==> config.mk <==
export PLATFORM = sky130hd
export DESIGN_NAME = sub_sum_accum
export DESIGN_NICKNAME = d
export VERILOG_FILES = /design/src/rtl/sub_sum_accum.sv
export SDC_FILE = /design/constraint.sdc
export NUM_CORES = 1
export LEC_CHECK = 0
export CORE_ASPECT_RATIO = 1.25
export CORE_MARGIN = 2
export CORE_UTILIZATION = 50
export CTS_BUF_LIST = sky130_fd_sc_hd__clkbuf_4
export DETAILED_ROUTE_END_ITERATION = 6
export DONT_BUFFER_PORTS = 1
export PLACE_DENSITY = 0.68
export SLEW_MARGIN = 10
export SYNTH_ARGS = -nofsm -noshare
export SYNTH_HDL_FRONTEND = slang
export SYNTH_SLANG_ARGS = --single-unit
==> constraint.sdc <==
create_clock -name clk -period 5.9 [get_ports clk]
set_input_delay 0.885 -clock clk [delete_from_list [all_inputs] [get_ports clk]]
set_output_delay 0.885 -clock clk [all_outputs]
set_load 0.01 [all_outputs]
==> src/rtl/sub_sum_accum.sv <==
// Accumulates NSAMP terms of (signed as + unsigned bs) into a saturating signed sum,
// then holds the result on a valid/ready port until it is taken (one bubble per result).
module sub_sum_accum #(
    parameter int NSAMP = 4,
    parameter int ACC_W = 10
) (
    input  logic             clk,
    input  logic             rst,
    input  logic             clr,
    input  logic             in_valid,
    output logic             in_ready,
    input  logic [3:0]       as,
    input  logic [3:0]       bs,
    output logic             out_valid,
    input  logic             out_ready,
    output logic [ACC_W-1:0] sum,
    output logic             sat,
    output logic [7:0]       cnt
);

    localparam logic [0:0] ST_ACC = 1'b0;
    localparam logic [0:0] ST_OUT = 1'b1;

    localparam logic [ACC_W-1:0] ACC_MAX = {1'b0, {(ACC_W-1){1'b1}}};
    localparam logic [ACC_W-1:0] ACC_MIN = {1'b1, {(ACC_W-1){1'b0}}};
    localparam logic [7:0]       CNT_LAST = 8'(NSAMP - 1);

    logic [0:0]       state;
    logic [ACC_W-1:0] acc;
    logic [5:0]       term;
    logic [ACC_W:0]   acc_ext;
    logic             ovf;
    logic [ACC_W-1:0] acc_next;

    assign term    = {{2{as[3]}}, as} + {2'b00, bs};
    assign acc_ext = {acc[ACC_W-1], acc} + {{(ACC_W-5){term[5]}}, term};

    // The wide sum cannot wrap, so disagreeing top bits mean the narrow range was left.
    assign ovf = acc_ext[ACC_W] ^ acc_ext[ACC_W-1];

    always_comb begin
        acc_next = acc_ext[ACC_W-1:0];
        if (ovf) begin
            acc_next = acc_ext[ACC_W] ? ACC_MIN : ACC_MAX;
        end
    end

    assign in_ready  = (state == ST_ACC);
    assign out_valid = (state == ST_OUT);
    assign sum       = acc;

    always_ff @(posedge clk or posedge rst) begin
        if (rst) begin
            state <= ST_ACC;
            acc   <= '0;
            sat   <= 1'b0;
            cnt   <= 8'd0;
        end else if (clr) begin
            state <= ST_ACC;
            acc   <= '0;
            sat   <= 1'b0;
            cnt   <= 8'd0;
        end else begin
            case (state)
                ST_ACC: begin
                    if (in_valid) begin
                        acc <= acc_next;
                        sat <= sat | ovf;
                        cnt <= cnt + 8'd1;
                        if (cnt == CNT_LAST) begin
                            state <= ST_OUT;
                        end
                    end
                end
                default: begin
                    if (out_ready) begin
                        state <= ST_ACC;
                        acc   <= '0;
                        sat   <= 1'b0;
                        cnt   <= 8'd0;
                    end
                end
            endcase
        end
    end

endmodule

# Yosys cells after proc, flatten, opt, wreduce, memory -nomap -nowiden
# Cells that the tools add are included.
# Widths: inputs -> output; s select.
[totals]
ff_bits = 20
inputBits = 13
output_inout_bits = 21
word_cells = 33
[classes]
n_addsub = 3
eq_ne = 2
mux = 19
bitwise_logic = 3
n_reduce_logical = 2
[op_table]
columns = ["operator", "n"]
rows = [
  ["$mux 10", 6],
  ["$mux 8", 4],
  ["$add 10x6->11", 1],
  ["$mux 1", 9],
  ["$add 8x1->8 const B", 1],
  ["$eq 8x2->1 const B", 1],
  ["$add 4x5->6", 1],
  ["$ne 3x3->1 const B", 1],
  ["$reduce_bool 3->1", 1],
  ["$reduce_and 2->1", 1],
  ["$not 1->1", 1],
  ["$or 1x1->1", 1],
  ["$xor 1x1->1", 1],
]

# Depth between registers and ports, before layout
[depth]
depth_word = 7
mapped_depth = 10
depth_no_buf = 9

# Least setup slack after synthesis
# No wires, ideal clock.
[synth_path]
path_kind = "input -> register"
from = "input port as[1]"
to = "register sat"
setup_time_ns = 0.140
arrival_ns = 3.140
required_time_ns = 5.760
setup_slack_ns = 2.620
cell_stages = 9
n_path_buf = 0
cell_sequence = "fa_1 -> ha_1 -> fa_1 -> a21oi_1 -> o211ai_1 -> o41ai_2 -> xnor2_2 -> xor2_1 -> o22ai_2"
[synth_via]
elab_chain_cells = 7
[synth_lines]
columns = ["element", "line_no", "text"]
rows = [
  ["from (decl)", "12", "input logic [3:0] as,"],
  ["$add 4x5->6", "35", "assign term = {{2{as[3]}}, as} + {2'b00, bs};"],
  ["$add 10x6->11", "36", "assign acc_ext = {acc[ACC_W-1], acc} + {{(ACC_W-5){term[5]}}, term};"],
  ["$xor 1x1->1", "39", "assign ovf = acc_ext[ACC_W] ^ acc_ext[ACC_W-1];"],
  ["$or 1x1->1", "68", "sat <= sat | ovf;"],
  ["$mux 1", "66", "if (in_valid) begin"],
  ["$mux 1", "64", "case (state)"],
  ["$mux 1", "58", "end else if (clr) begin"],
  ["to (signal assigned)", "68", ""],
  ["to (decl)", "17", "output logic sat,"],
]
# Every way passes these cells. The select of a mux whose other input is x is not followed.
# A chain may end at the register's enable or synchronous reset.

# Worst setup path after layout
[layout_path]
from = "input port as[1]"
to = "register acc[4], in the netlist sum[4]"
[layout_via]
elab_chain_cells = 7
word_cells_on_any_way = 8
cone_classes = "2 x add/sub; 5 x mux; 1 x bitwise"
[layout_lines]
columns = ["element", "line_no", "text"]
rows = [
  ["$add 4x5->6 *", "35", ""],
  ["$add 10x6->11 *", "36", ""],
  ["$mux 10 or $xor 1x1->1 (tied branches)", "44, 39", ""],
  ["$mux 10 *", "43", "if (ovf) begin"],
  ["$mux 10 *", "66", ""],
  ["$mux 10 *", "64", ""],
  ["$mux 10 *", "58", ""],
  ["to (signal assigned)", "67", "acc <= acc_next;"],
  ["to (decl)", "29", "logic [ACC_W-1:0] acc;"],
]
# Mark *: on every way between the ends. The rest lies on a longest branch, timed or not. The select of a mux whose other input is x is not followed.

==> flow_summary.json <==
{
  "status": "finished, final reports clean",
  "cp.required_ns": 6.10,
  "synthTopCellsByCount": "20 x dfrtp_1, 16 x ha_1, 12 x nand2_1, 11 x o21ai_0, 10 x a21oi_1",
  "fin_util": 0.5412,
  "worst_pin_slew_ns": 0.7370,
  "die_h_um": 66.23,
  "drive_gt1_frac": 0.07742,
  "ctsResizeCount": 0,
  "cts_buffers": 3,
  "hold_buffers": 0,
  "place.gp.congestion": 0.7561,
  "yosysTopAreaCell": "dfrtp_1",
  "first_global_vias": 1215,
  "drv_slew": 0,
  "io_buffers": 0,
  "layout.cells.non_filler": 191,
  "rows": 22,
  "antenna_cells": 0,
  "regToRegSetupSlack_ns": 2.78,
  "rsz0062_at_grt": "no",
  "ctsLongestPathBuffers": 2,
  "r2r_start": "sum[1]",
  "nets": 191,
  "ant_nets": 0,
  "max-cap-violations": 0,
  "path_buf_inv": 0,
  "cts_tree": "built",
  "crit_chain": "fa_1 -> ha_1 -> fa_1 -> a21oi_1 -> o211ai_1 -> o41ai_2 -> xnor2_2 -> nand3_2 -> o311ai_1",
  "pre_cts_ws_ns": 2.365,
  "place_inst": 188,
  "start_util": 0.5259,
  "async_flop_share": 1.000,
  "die_w_um": 53.79,
  "synth.most_common_cell": "dfrtp_1",
  "cts.clk_slew.worst_paths_ns": 0.11,
  "avgSynthCellArea_um2": 9.929,
  "r2r_end": "sum[4]",
  "worstSetupPathType": "input pin to flop",
  "fin_skew_ns": 0.006832,
  "cts-htree-levels": 1,
  "final_area_um2": 1594,
  "postPlaceCellArea_um2": 1572,
  "synth_nets": 190,
  "post_drt_via_cell_ratio": 6.283,
  "total_power_mw": 0.7545,
  "critical_path.max_fanout": 9,
  "post_drt_wl_per_cell_um": 17.57,
  "drt-initial-drc-count": 20,
  "antenna_found_initial": 0,
  "die_area_um2": 3562,
  "clock-root-buffer": "clkbuf_4",
  "globalRouteOverflowTotal": 0,
  "dp_hpwl_mm": 2.727,
  "grt_max_degree": 21,
  "arrival_ns": 3.43,
  "synth-main-ff-cell": "dfrtp_1",
  "end_kind": "flop",
  "cp_slowest_stage_delay_ns": 0.47,
  "io_pins": 34,
  "fillers": 272,
  "ff_latch_area_um2": 500.5,
  "drt_wl_total_mm": 3.356,
  "drc": 0,
  "hp-class": "input pin to asynchronous set/reset pin",
  "netlist_instances": 156,
  "min_period_ns": 3.232,
  "finalHoldViolCount": 0,
  "clk_latency_ns": 0.30,
  "worstRegToRegCells": 9,
  "multiInputGateArea_um2": 999.7,
  "setup_viol": 0,
  "first_pass_iters": 4,
  "clock-sinks": 20,
  "timing.hold.ws_ns": 0.5885,
  "yosysWarnings": 0,
  "cp_top_family": "adder cells",
  "p_leak_nw": 0.7104,
  "max_freq_ghz": 0.3094,
  "tns_ns": 0,
  "area_delta_synth_final_pct": 2.908,
  "netlist.area_leader.share": 0.3231,
  "grt_pass1_wl_mm": 5.533,
  "fin_ws_ns": 2.668,
  "slowest_stage": "fa_1",
  "p_per_area_nw_per_um2": 473.3,
  "cpMostUsedCell": "fa_1",
  "netlist_area_um2": 1549,
  "grt_usage": 0.2112,
  "synth_area_leaders": "dfrtp_1 32%, ha_1 13%, fa_1 6.5%",
  "coreArea_um2": 2945,
  "fin_crit_sh": 0.5478,
  "route.vias.total": 1200,
  "start_kind": "input pin",
  "max-slew-margin-rel": 0.5081,
  "seq_area_frac_synth": 0.3231,
  "post-cts-setup-buffers": 0,
  "irDropWorstVdd_mv": 0.2696,
  "synth_edf_count": 0,
  "ys_seq_elements": 20,
  "ys_types": 43
}
state kept, by name, indices dropped and copies added, names as in the netlist:
name	flops
sum	10
cnt	8
out_valid	1
sat	1
power breakdown:
group	internal (mW)	switching, mW	total, mW
Sequential	0.172	0.0597	0.232
Clock	0.0238	0.0396	0.0634
Combinational	0.200	0.260	0.459
layer usage:
metal / track usage / wire length [um]
met4: 0.07692 / 41
met1: 0.2388 / 1310
met2: 0.3872 / 1867
met3: 0.02715 / 138
met5: 0 / 0
worst reg2reg max path, cell delays in order, from the launching register on:
cell and delay (ns):
dfrtp_1 0.49, fa_1 0.47, ha_1 0.24, fa_1 0.41, a21oi_1 0.21, o211ai_1 0.18, o41ai_2 0.33, xnor2_2 0.31
nand3_2 0.24, o311ai_1 0.15
cells in the final DEF (no fill, tap or decap), types with 2 or more instances in the layout:
cell | Yosys | layout
o311ai_1 | 3 | 3
clkbuf_4 | 0 | 3
a32oi_1 | 3 | 3
or3_1 | 5 | 5
ha_1 | 16 | 16
inv_1 | 7 | 7
nor3_1 | 4 | 4
xor2_1 | 5 | 5
nand2b_1 | 2 | 2
nand2_1 | 12 | 12
and3_1 | 2 | 2
nand3_1 | 4 | 4
a21oi_1 | 10 | 10
a21o_1 | 3 | 3
nand3b_1 | 2 | 2
xnor2_1 | 3 | 3
o21ai_0 | 11 | 11
nor2_1 | 9 | 9
dfrtp_1 | 20 | 20
fa_1 | 5 | 5
nor2b_1 | 2 | 2
nand4_1 | 3 | 3
o211ai_1 | 3 | 3
worst max path at each step:
stage | startpoint | to | slack, ns | cells past startpoint
4_1_cts | as[1] | sum[2] | 2.68 | 9
3_5_place_dp | as[1] | sum[2] | 2.37 | 9
5_1_grt | as[1] | sum[2] | 2.50 | 9
6_report | as[1] | sum[4] | 2.67 | 9
3_3_place_gp | as[3] | sat | 2.41 | 8
2_1_floorplan | as[1] | sat | 2.62 | 9
cells by family after synthesis:
| logic type | Yosys count | synth area share |
|---|---|---|
| adder cells (fa/ha/maj) | 21 | 0.1939 |
| flip-flops | 20 | 0.3231 |
| AO/OA/AOI/OAI | 44 | 0.2141 |
| XOR/XNOR | 9 | 0.05574 |
| buffers and inverters | 11 | 0.03150 |
| AND/OR/NAND/NOR | 51 | 0.1817 |
cell type report:
| type | instances | area share |
|---|---|---|
| clock buffer | 3 | 0.01413 |
| inverter | 7 | 0.01648 |
| multi-input combinational | 125 | 0.6272 |
| tap | 36 | 0.02826 |
| sequential | 20 | 0.3140 |
Note: power is estimated with default switching activity, not from simulation.
